**src/rtl/debounce_pkg.sv**
```systemverilog
// Shared types and constants for the push-button debouncer.
// Optional feature macro: DEBOUNCE_RELEASE_PULSE_EN.
package debounce_pkg;

  typedef enum logic [1:0] {
    DB_IDLE       = 2'd0,
    DB_PRESS_WAIT = 2'd1,
    DB_HELD       = 2'd2,
    DB_REL_WAIT   = 2'd3
  } db_state_t;

  localparam int DB_SYNC_STAGES = 2;
  localparam int DB_MIN_STABLE  = 2;

endpackage

```
**src/rtl/sync_2ff.sv**
```systemverilog
// Generic two-flop synchronizer for a single asynchronous bit.
// Synchronous active-high reset clears both stages to 0.
module sync_2ff (
  input  logic clk,
  input  logic reset,
  input  logic d,
  output logic q
);

  logic r_s1;
  logic r_s2;

  // Two-stage metastability filter
  always_ff @(posedge clk) begin
    if (reset) begin
      r_s1 <= 1'b0;
      r_s2 <= 1'b0;
    end else begin
      r_s1 <= d;
      r_s2 <= r_s1;
    end
  end

  assign q = r_s2;

endmodule

```
**src/rtl/debounce_pulse.sv**
```systemverilog
// Button debouncer: 2FF sync, stable-count filter, press/release pulses.
// Macro DEBOUNCE_RELEASE_PULSE_EN builds the release-pulse flop.
module debounce_pulse #(
  parameter int STABLE_CYCLES = 4
) (
  input  logic clk,
  input  logic reset,
  input  logic btn_in,
  output logic level,
  output logic press_pulse,
  output logic rel_pulse
);

  import debounce_pkg::*;

  localparam int CW = $clog2(STABLE_CYCLES + 1);
  localparam logic [CW-1:0] LAST = CW'(STABLE_CYCLES - 1);
  localparam logic [CW-1:0] ONE  = CW'(1);

  generate
    if (STABLE_CYCLES < DB_MIN_STABLE) begin : g_bad_param
      $error("debounce_pulse: STABLE_CYCLES must be >= 2");
    end
  endgenerate

  logic          w_sync;
  db_state_t     r_state;
  db_state_t     w_state_nxt;
  logic [CW-1:0] r_cnt;
  logic [CW-1:0] w_cnt_nxt;
  logic          r_level;
  logic          w_level_nxt;
  logic          r_press;
  logic          w_press_nxt;
`ifdef DEBOUNCE_RELEASE_PULSE_EN
  logic          r_rel;
  logic          w_rel_nxt;
`endif

  sync_2ff u_sync (
    .clk   (clk),
    .reset (reset),
    .d     (btn_in),
    .q     (w_sync)
  );

  // Next state, counter and output decisions
  always_comb begin
    w_state_nxt = r_state;
    w_cnt_nxt   = r_cnt;
    w_level_nxt = r_level;
    w_press_nxt = 1'b0;
`ifdef DEBOUNCE_RELEASE_PULSE_EN
    w_rel_nxt   = 1'b0;
`endif
    unique case (r_state)
      DB_IDLE: begin
        w_cnt_nxt = '0;
        if (w_sync) begin
          w_state_nxt = DB_PRESS_WAIT;
          w_cnt_nxt   = ONE;
        end
      end
      DB_PRESS_WAIT: begin
        if (!w_sync) begin
          w_state_nxt = DB_IDLE;
          w_cnt_nxt   = '0;
        end else if (r_cnt == LAST) begin
          w_state_nxt = DB_HELD;
          w_cnt_nxt   = '0;
          w_level_nxt = 1'b1;
          w_press_nxt = 1'b1;
        end else begin
          w_cnt_nxt = r_cnt + ONE;
        end
      end
      DB_HELD: begin
        w_cnt_nxt = '0;
        if (!w_sync) begin
          w_state_nxt = DB_REL_WAIT;
          w_cnt_nxt   = ONE;
        end
      end
      DB_REL_WAIT: begin
        if (w_sync) begin
          w_state_nxt = DB_HELD;
          w_cnt_nxt   = '0;
        end else if (r_cnt == LAST) begin
          w_state_nxt = DB_IDLE;
          w_cnt_nxt   = '0;
          w_level_nxt = 1'b0;
`ifdef DEBOUNCE_RELEASE_PULSE_EN
          w_rel_nxt   = 1'b1;
`endif
        end else begin
          w_cnt_nxt = r_cnt + ONE;
        end
      end
      default: begin
        w_state_nxt = DB_IDLE;
        w_cnt_nxt   = '0;
      end
    endcase
  end

  // State, counter and registered outputs
  always_ff @(posedge clk) begin
    if (reset) begin
      r_state <= DB_IDLE;
      r_cnt   <= '0;
      r_level <= 1'b0;
      r_press <= 1'b0;
    end else begin
      r_state <= w_state_nxt;
      r_cnt   <= w_cnt_nxt;
      r_level <= w_level_nxt;
      r_press <= w_press_nxt;
    end
  end

`ifdef DEBOUNCE_RELEASE_PULSE_EN
  // Release pulse flop
  always_ff @(posedge clk) begin
    if (reset) begin
      r_rel <= 1'b0;
    end else begin
      r_rel <= w_rel_nxt;
    end
  end

  assign rel_pulse = r_rel;
`else
  assign rel_pulse = 1'b0;
`endif

  assign level       = r_level;
  assign press_pulse = r_press;

endmodule

```
**config.mk**
```make
export PLATFORM = sky130hd
export DESIGN_NAME = debounce_pulse
export DESIGN_NICKNAME = d
export VERILOG_FILES = /design/src/rtl/debounce_pkg.sv /design/src/rtl/sync_2ff.sv /design/src/rtl/debounce_pulse.sv
export SDC_FILE = /design/constraint.sdc
export NUM_CORES = 1
export LEC_CHECK = 0
export ABC_AREA = 0
export CAP_MARGIN = 0
export CORE_AREA = 2 2 39 41
export DETAILED_ROUTE_END_ITERATION = 8
export DIE_AREA = 0 0 41 43
export HOLD_SLACK_MARGIN = 0.05
export PLACE_DENSITY_LB_ADDON = 0.12
export SETUP_SLACK_MARGIN = 0.1
export SYNTH_ARGS = -nofsm -noshare
export SYNTH_HDL_FRONTEND = slang
export SYNTH_HIERARCHICAL = 1
export SYNTH_SLANG_ARGS = --single-unit
export TNS_END_PERCENT = 10
```
**constraint.sdc**
```tcl
create_clock -name clk -period 3 [get_ports clk]
set_input_delay 0.75 -clock clk [delete_from_list [all_inputs] [get_ports clk]]
set_output_delay 0.75 -clock clk [all_outputs]
set_load 0.01 [all_outputs]
```
==> out/qor.yml, run 1 <==
run_status:
  status: "finished clean"
finish:
  multiInputGateArea_um2: 138
  area_delta_synth_final_pct: 24.0
  seqCellArea_um2: 180
  nNetsFinal: 44
  final-instance-count-excl-fill: 55
  antennaDiodeCount: 0
  utilization: 0.295
  fillers: 151
  drive_above_1_share: 0.154
critical_path:
  ff2ff_path_depth: 4
  r2r_slack_ps: 1810
  crit_fanout: 3
  slowest_stage: "clkdlybuf4s50_1"
  setup.worst_path.class: "flip-flop to output port"
  rr_endpoint: "r_cnt[0]"
  required_ps: 2250
  timing.rr.start: "r_cnt[0]"
  cp_slowest_stage_delay_ps: 540
  crit_path_end_kind: "output port"
  crit_family: "buffers and inverters"
  path_buf_inv: 1
  crit_path_start_kind: "flip-flop"
  crit_arrival_ps: 1140
  cp_cell_sequence: "clkdlybuf4s50_1"
routing:
  top_layer_used: "met3"
  wl_met2_um: 231
  vias_per_cell: 4.38
  drt_iter0_drc: 0
  dr_wl_met3_um: 24
  wl_per_cell_um: 9.16
  drc_errors: 0
  finalWirelength_um: 504
  antenna_left: 0
  wl_met1_um: 249
  vias: 241
  first_pass_iters: 1
placement:
  numPortBuffers: 4
  dp_slack_ps: 1180
  hpwl_um: 387
  globalplace.congestion: 0.652
  post-place-cells: 51
global_route:
  grt_overflow: 0
  first_global_vias: 233
  grt_max_degree: 8
  grt.total_usage: 0.0805
  antenna_found_initial: 0
  grt_pass1_wl_um: 897
run:
  cap_viol_max_count: 0
sta:
  rsz0062_at_grt: "false"
  finalMaxSlewViolations: 0
  setup_viol: 0
  layout_setup_ws_ps: 1110
  skew_ps: 1.22
  fin_crit_sh: 0.631
  final_hold_viol_count: 0
  max_freq_mhz: 528
  fin_crit_ps: 1890
  fin_tns_setup_ps: 0
  whs_ps: 445
yosys:
  yosys_warnings: 6
  syn_nets: 36
  synth_seq_cells: 9
  postSynthCellCount: 32
  yosysTopAreaCell: "dfxtp_1"
  synth.distinct_cells: 18
  synth.top_cell.area_share: 0.548
  syn_area_um2: 329
  seq_area_frac_synth: 0.548
  avgSynthCellArea_um2: 10.3
  yosys-top-cells-area: "dfxtp_1 (55%), nand3b_1 (4.6%), ha_1 (3.8%)"
worst_hold_path:
  min_path_cells: 1
  hold_end: "u_sync/q"
  hold_class: "flip-flop to flip-flop"
  hp-start: "u_sync/r_s1"
clocking:
  postCtsResizedCells: 0
  clock-sinks: 9
  cts_inserted_buffers: 3
  ctsHoldBuffers: 0
  path_clk_slew_ps: 60
  post_cts_buffers: 0
  cts_buffer_depth: 2
  clk_latency_ps: 260
  cts-root-buf: "clkbuf_4"
  cts_tree: "yes"
  htree_levels: 1
die:
  initial_core_util: 0.238
  die_area_mm2: 0.00176
  die_w_um: 41
  die_y_um: 43
  core_mm2: 0.00138
  pin_count: 6
  row_count: 14
power:
  powerDensity_mw_per_mm2: 582
  leakagePower_nw: 0.156
  ir_drop_mv: 0.141
-- cell usage in the layout, fill, tap and decap left out --
cell,n
a21boi_1,1
a21oi_1,2
and3b_2,1
clkbuf_1,1
clkbuf_4,3
clkdlybuf4s50_1,4
conb_1,1
dfxtp_1,9
ha_1,1
inv_1,1
nand2_1,2
nand3b_1,2
nor2_1,2
nor2b_1,2
nor3b_1,1
nor3b_2,1
o21ai_0,2
o22ai_1,1
or2_2,1
xor2_1,1
-- layout make-up --
class	instances	area share
Sequential cell	9	0.442
Timing Repair Buffer	4	0.0982
Clock buffer	4	0.0644
Inverter	1	0.00920
Multi-Input combinational cell	21	0.337
Tap cell	16	0.0491
-- synthesized netlist by cell type --
master	n
nor3b_1	1
inv_1	1
nand2_1	2
o22ai_1	1
nor2_1	2
dfxtp_1	9
nor2b_1	2
conb_1	1
nor3b_2	1
a21boi_1	1
nand3b_1	2
or2_2	1
o21ai_0	2
buf_4	1
xor2_1	1
a21oi_1	2
and3b_2	1
ha_1	1
-- cells by family (layout without fill, tap and decap cells) --
kind of cell | Yosys count | after routing | synth area share
xor+xnor | 1 | 1 | 0.0266
simple gates | 12 | 12 | 0.240
compound gates | 6 | 6 | 0.103
other cells | 1 | 1 | 0.0114
flops | 9 | 9 | 0.548
buf+inv | 2 | 9 | 0.0342
fa+ha+maj | 1 | 1 | 0.0380
-- power by group --
part           switching, W  internal, W  leakage (nW)
Combinational    0.00000680    0.0000102        0.0682
Sequential       0.00000287     0.000124        0.0733
Clock             0.0000424    0.0000513        0.0150
Total             0.0000521     0.000185         0.156
-- worst max-delay path by stage --
stage           from  endpoint  slack (ps)  depth (start not counted)
2_1_floorplan  reset     level        1820                          2
3_3_place_gp   reset     level        1230                          3
3_5_place_dp   reset     level        1180                          3
4_1_cts        level     level        1090                          1
5_1_grt        level     level        1060                          1
6_report       level     level        1110                          1
-- per-layer routing --
metal,track usage,up-vias
li1,-,121
met1,0.0971,116
met2,0.100,4
met3,0.0314,0
met4,0.0800,0
met5,0,-
-- per-stage QoR --
stage	instance area [um2]	total power (W)
after floorplan	329	0.000138
after global placement	382	0.000146
after detailed placement	382	0.000147
after CTS	408	0.000241
after global routing	408	0.000251
final	408	0.000237
Power figures use the tool's default switching activity.
==> run 2, diff against run 1 <==
==> constraint.sdc (replaced) <==
create_clock -name clk -period 1.63 [get_ports clk]
set_input_delay 0.4075 -clock clk [delete_from_list [all_inputs] [get_ports clk]]
set_output_delay 0.4075 -clock clk [all_outputs]
set_load 0.01 [all_outputs]
==> out/qor.yml, run 2 (synthesized netlist as in run 1, its figures left out) <==
run_status:
  status: "finished clean"
sta:
  setup_viol: 0
  finalMaxSlewViolations: 0
  fin_crit_ps: 1500
  rsz0062_at_grt: "false"
  skew_ps: 8.28
  fin_crit_sh: 0.919
  final_hold_viol_count: 0
  max_freq_mhz: 667
  fin_tns_setup_ps: 0
critical_path:
  cp_slowest_stage_delay_ps: 520
  timing.critical_path.from: "press_pulse"
  crit_path_end_kind: "output port"
  setup.worst_path.class: "flip-flop to output port"
  required_ps: 1220
  cp-endpoint: "press_pulse"
  cp.depth: 1
  crit_family: "buffers and inverters"
  timing.rr.start: "r_cnt[0]"
  path_buf_inv: 1
  cp_cell_sequence: "clkdlybuf4s50_1"
  crit_fanout: 1
  ff2ff_path_depth: 4
  rr_endpoint: "r_cnt[0]"
  crit_path_start_kind: "flip-flop"
  crit_arrival_ps: 1090
  r2r_slack_ps: 440
  slowest_stage: "clkdlybuf4s50_1"
finish:
  final-instance-count-excl-fill: 55
  drive_above_1_share: 0.154
  final_common_cell: "dfxtp_1"
  area_delta_synth_final_pct: 23.6
  final_cell_mix: "dfxtp_1 (9), clkbuf_4 (3), clkdlybuf4s50_1 (3)"
  nNetsFinal: 44
  antennaDiodeCount: 0
clocking:
  cts_inserted_buffers: 3
  path_clk_slew_ps: 60
  clk_latency_ps: 270
  clock-sinks: 9
  cts_buffer_depth: 2
  cts_tree: "yes"
  cts-root-buf: "clkbuf_4"
  htree_levels: 1
global_route:
  grt_max_degree: 8
  first_global_vias: 221
  antenna_found_initial: 0
  grt_pass1_wl_um: 855
  grt_overflow: 0
  grt.total_usage: 0.0765
die:
  die_area_mm2: 0.00176
  die_w_um: 41
  core_mm2: 0.00138
  die_y_um: 43
  initial_core_util: 0.238
  pin_count: 6
  row_count: 14
run:
  cap_viol_max_count: 0
routing:
  vias: 229
  first_pass_iters: 1
  antenna_left: 0
  drt_iter0_drc: 0
  vias_per_cell: 4.16
  finalWirelength_um: 527
  wl_per_cell_um: 9.58
  drc_errors: 0
power:
  ir_drop_mv: 0.318
  leakagePower_nw: 0.160
  powerDensity_mw_per_mm2: 1070
  power_w: 0.000435
placement:
  post-place-cells: 51
  numPortBuffers: 4
  hpwl_um: 379
  globalplace.congestion: 0.707
worst_hold_path:
  hold_class: "flip-flop to flip-flop"
[run 2: metrics by stage]
| stage | utilization | area (um2) | worst slack [ps] | hold slack [ps] |
|---|---|---|---|---|
| after floorplan | - | 329 | 537 | 414 |
| after global placement | 0.276 | 382 | 194 | 427 |
| after detailed placement | 0.276 | 382 | 148 | 428 |
| after CTS | 0.294 | 407 | 126 | 443 |
| after global routing | 0.294 | 407 | 111 | 454 |
| final | 0.294 | 407 | 131 | 440 |
[run 2: metal layers]
metal | vias to the layer above | global-route usage | part of all wire
met5 | - | 0 | 0
met4 | 0 | 0.0800 | 0.049
met3 | 3 | 0.0314 | 0.049
met2 | 7 | 0.0938 | 0.46
met1 | 101 | 0.0909 | 0.43
li1 | 118 | - | -
[run 2: worst min path at each step]
stage,from,to,slack (ps),cells past startpoint
3_3_place_gp,u_sync/r_s1,u_sync/q,430,1
5_1_grt,u_sync/r_s1,u_sync/q,450,1
2_1_floorplan,u_sync/r_s1,u_sync/q,410,1
3_5_place_dp,u_sync/r_s1,u_sync/q,430,1
4_1_cts,u_sync/r_s1,u_sync/q,440,1
6_report,u_sync/r_s1,u_sync/q,440,1
[run 2: timing repair]
item	4_1_cts	5_1_grt
setup buffers	0	0
hold buffers	0	0
gates resized for setup	1	0
endpoints found under the hold margin	0	0
endpoints found under the setup margin	1	0
[run 2: power by group]
group / switching [W] / internal, W
Clock: 0.0000784 / 0.0000944
Combinational: 0.0000130 / 0.0000157
Sequential: 0.00000512 / 0.000228
[run 2: cell type report]
type / count / area (um2)
Timing Repair Buffer: 4 / 38.8
Clock buffer: 4 / 26.3
Inverter: 1 / 3.75
Multi-Input combinational cell: 21 / 138
Fill cell: 150 / 977
Sequential cell: 9 / 180
Tap cell: 16 / 20.0
==> run 3, diff against run 2 <==
--- a/config.mk
+++ b/config.mk
@@ -6,7 +6,6 @@
 export NUM_CORES = 1
 export LEC_CHECK = 0
 export ABC_AREA = 0
-export CAP_MARGIN = 0
 export CORE_AREA = 2 2 39 41
 export DETAILED_ROUTE_END_ITERATION = 8
 export DIE_AREA = 0 0 41 43
==> results of run 3 <==
No change in the layout: final DEF, timing and power equal those of run 2.
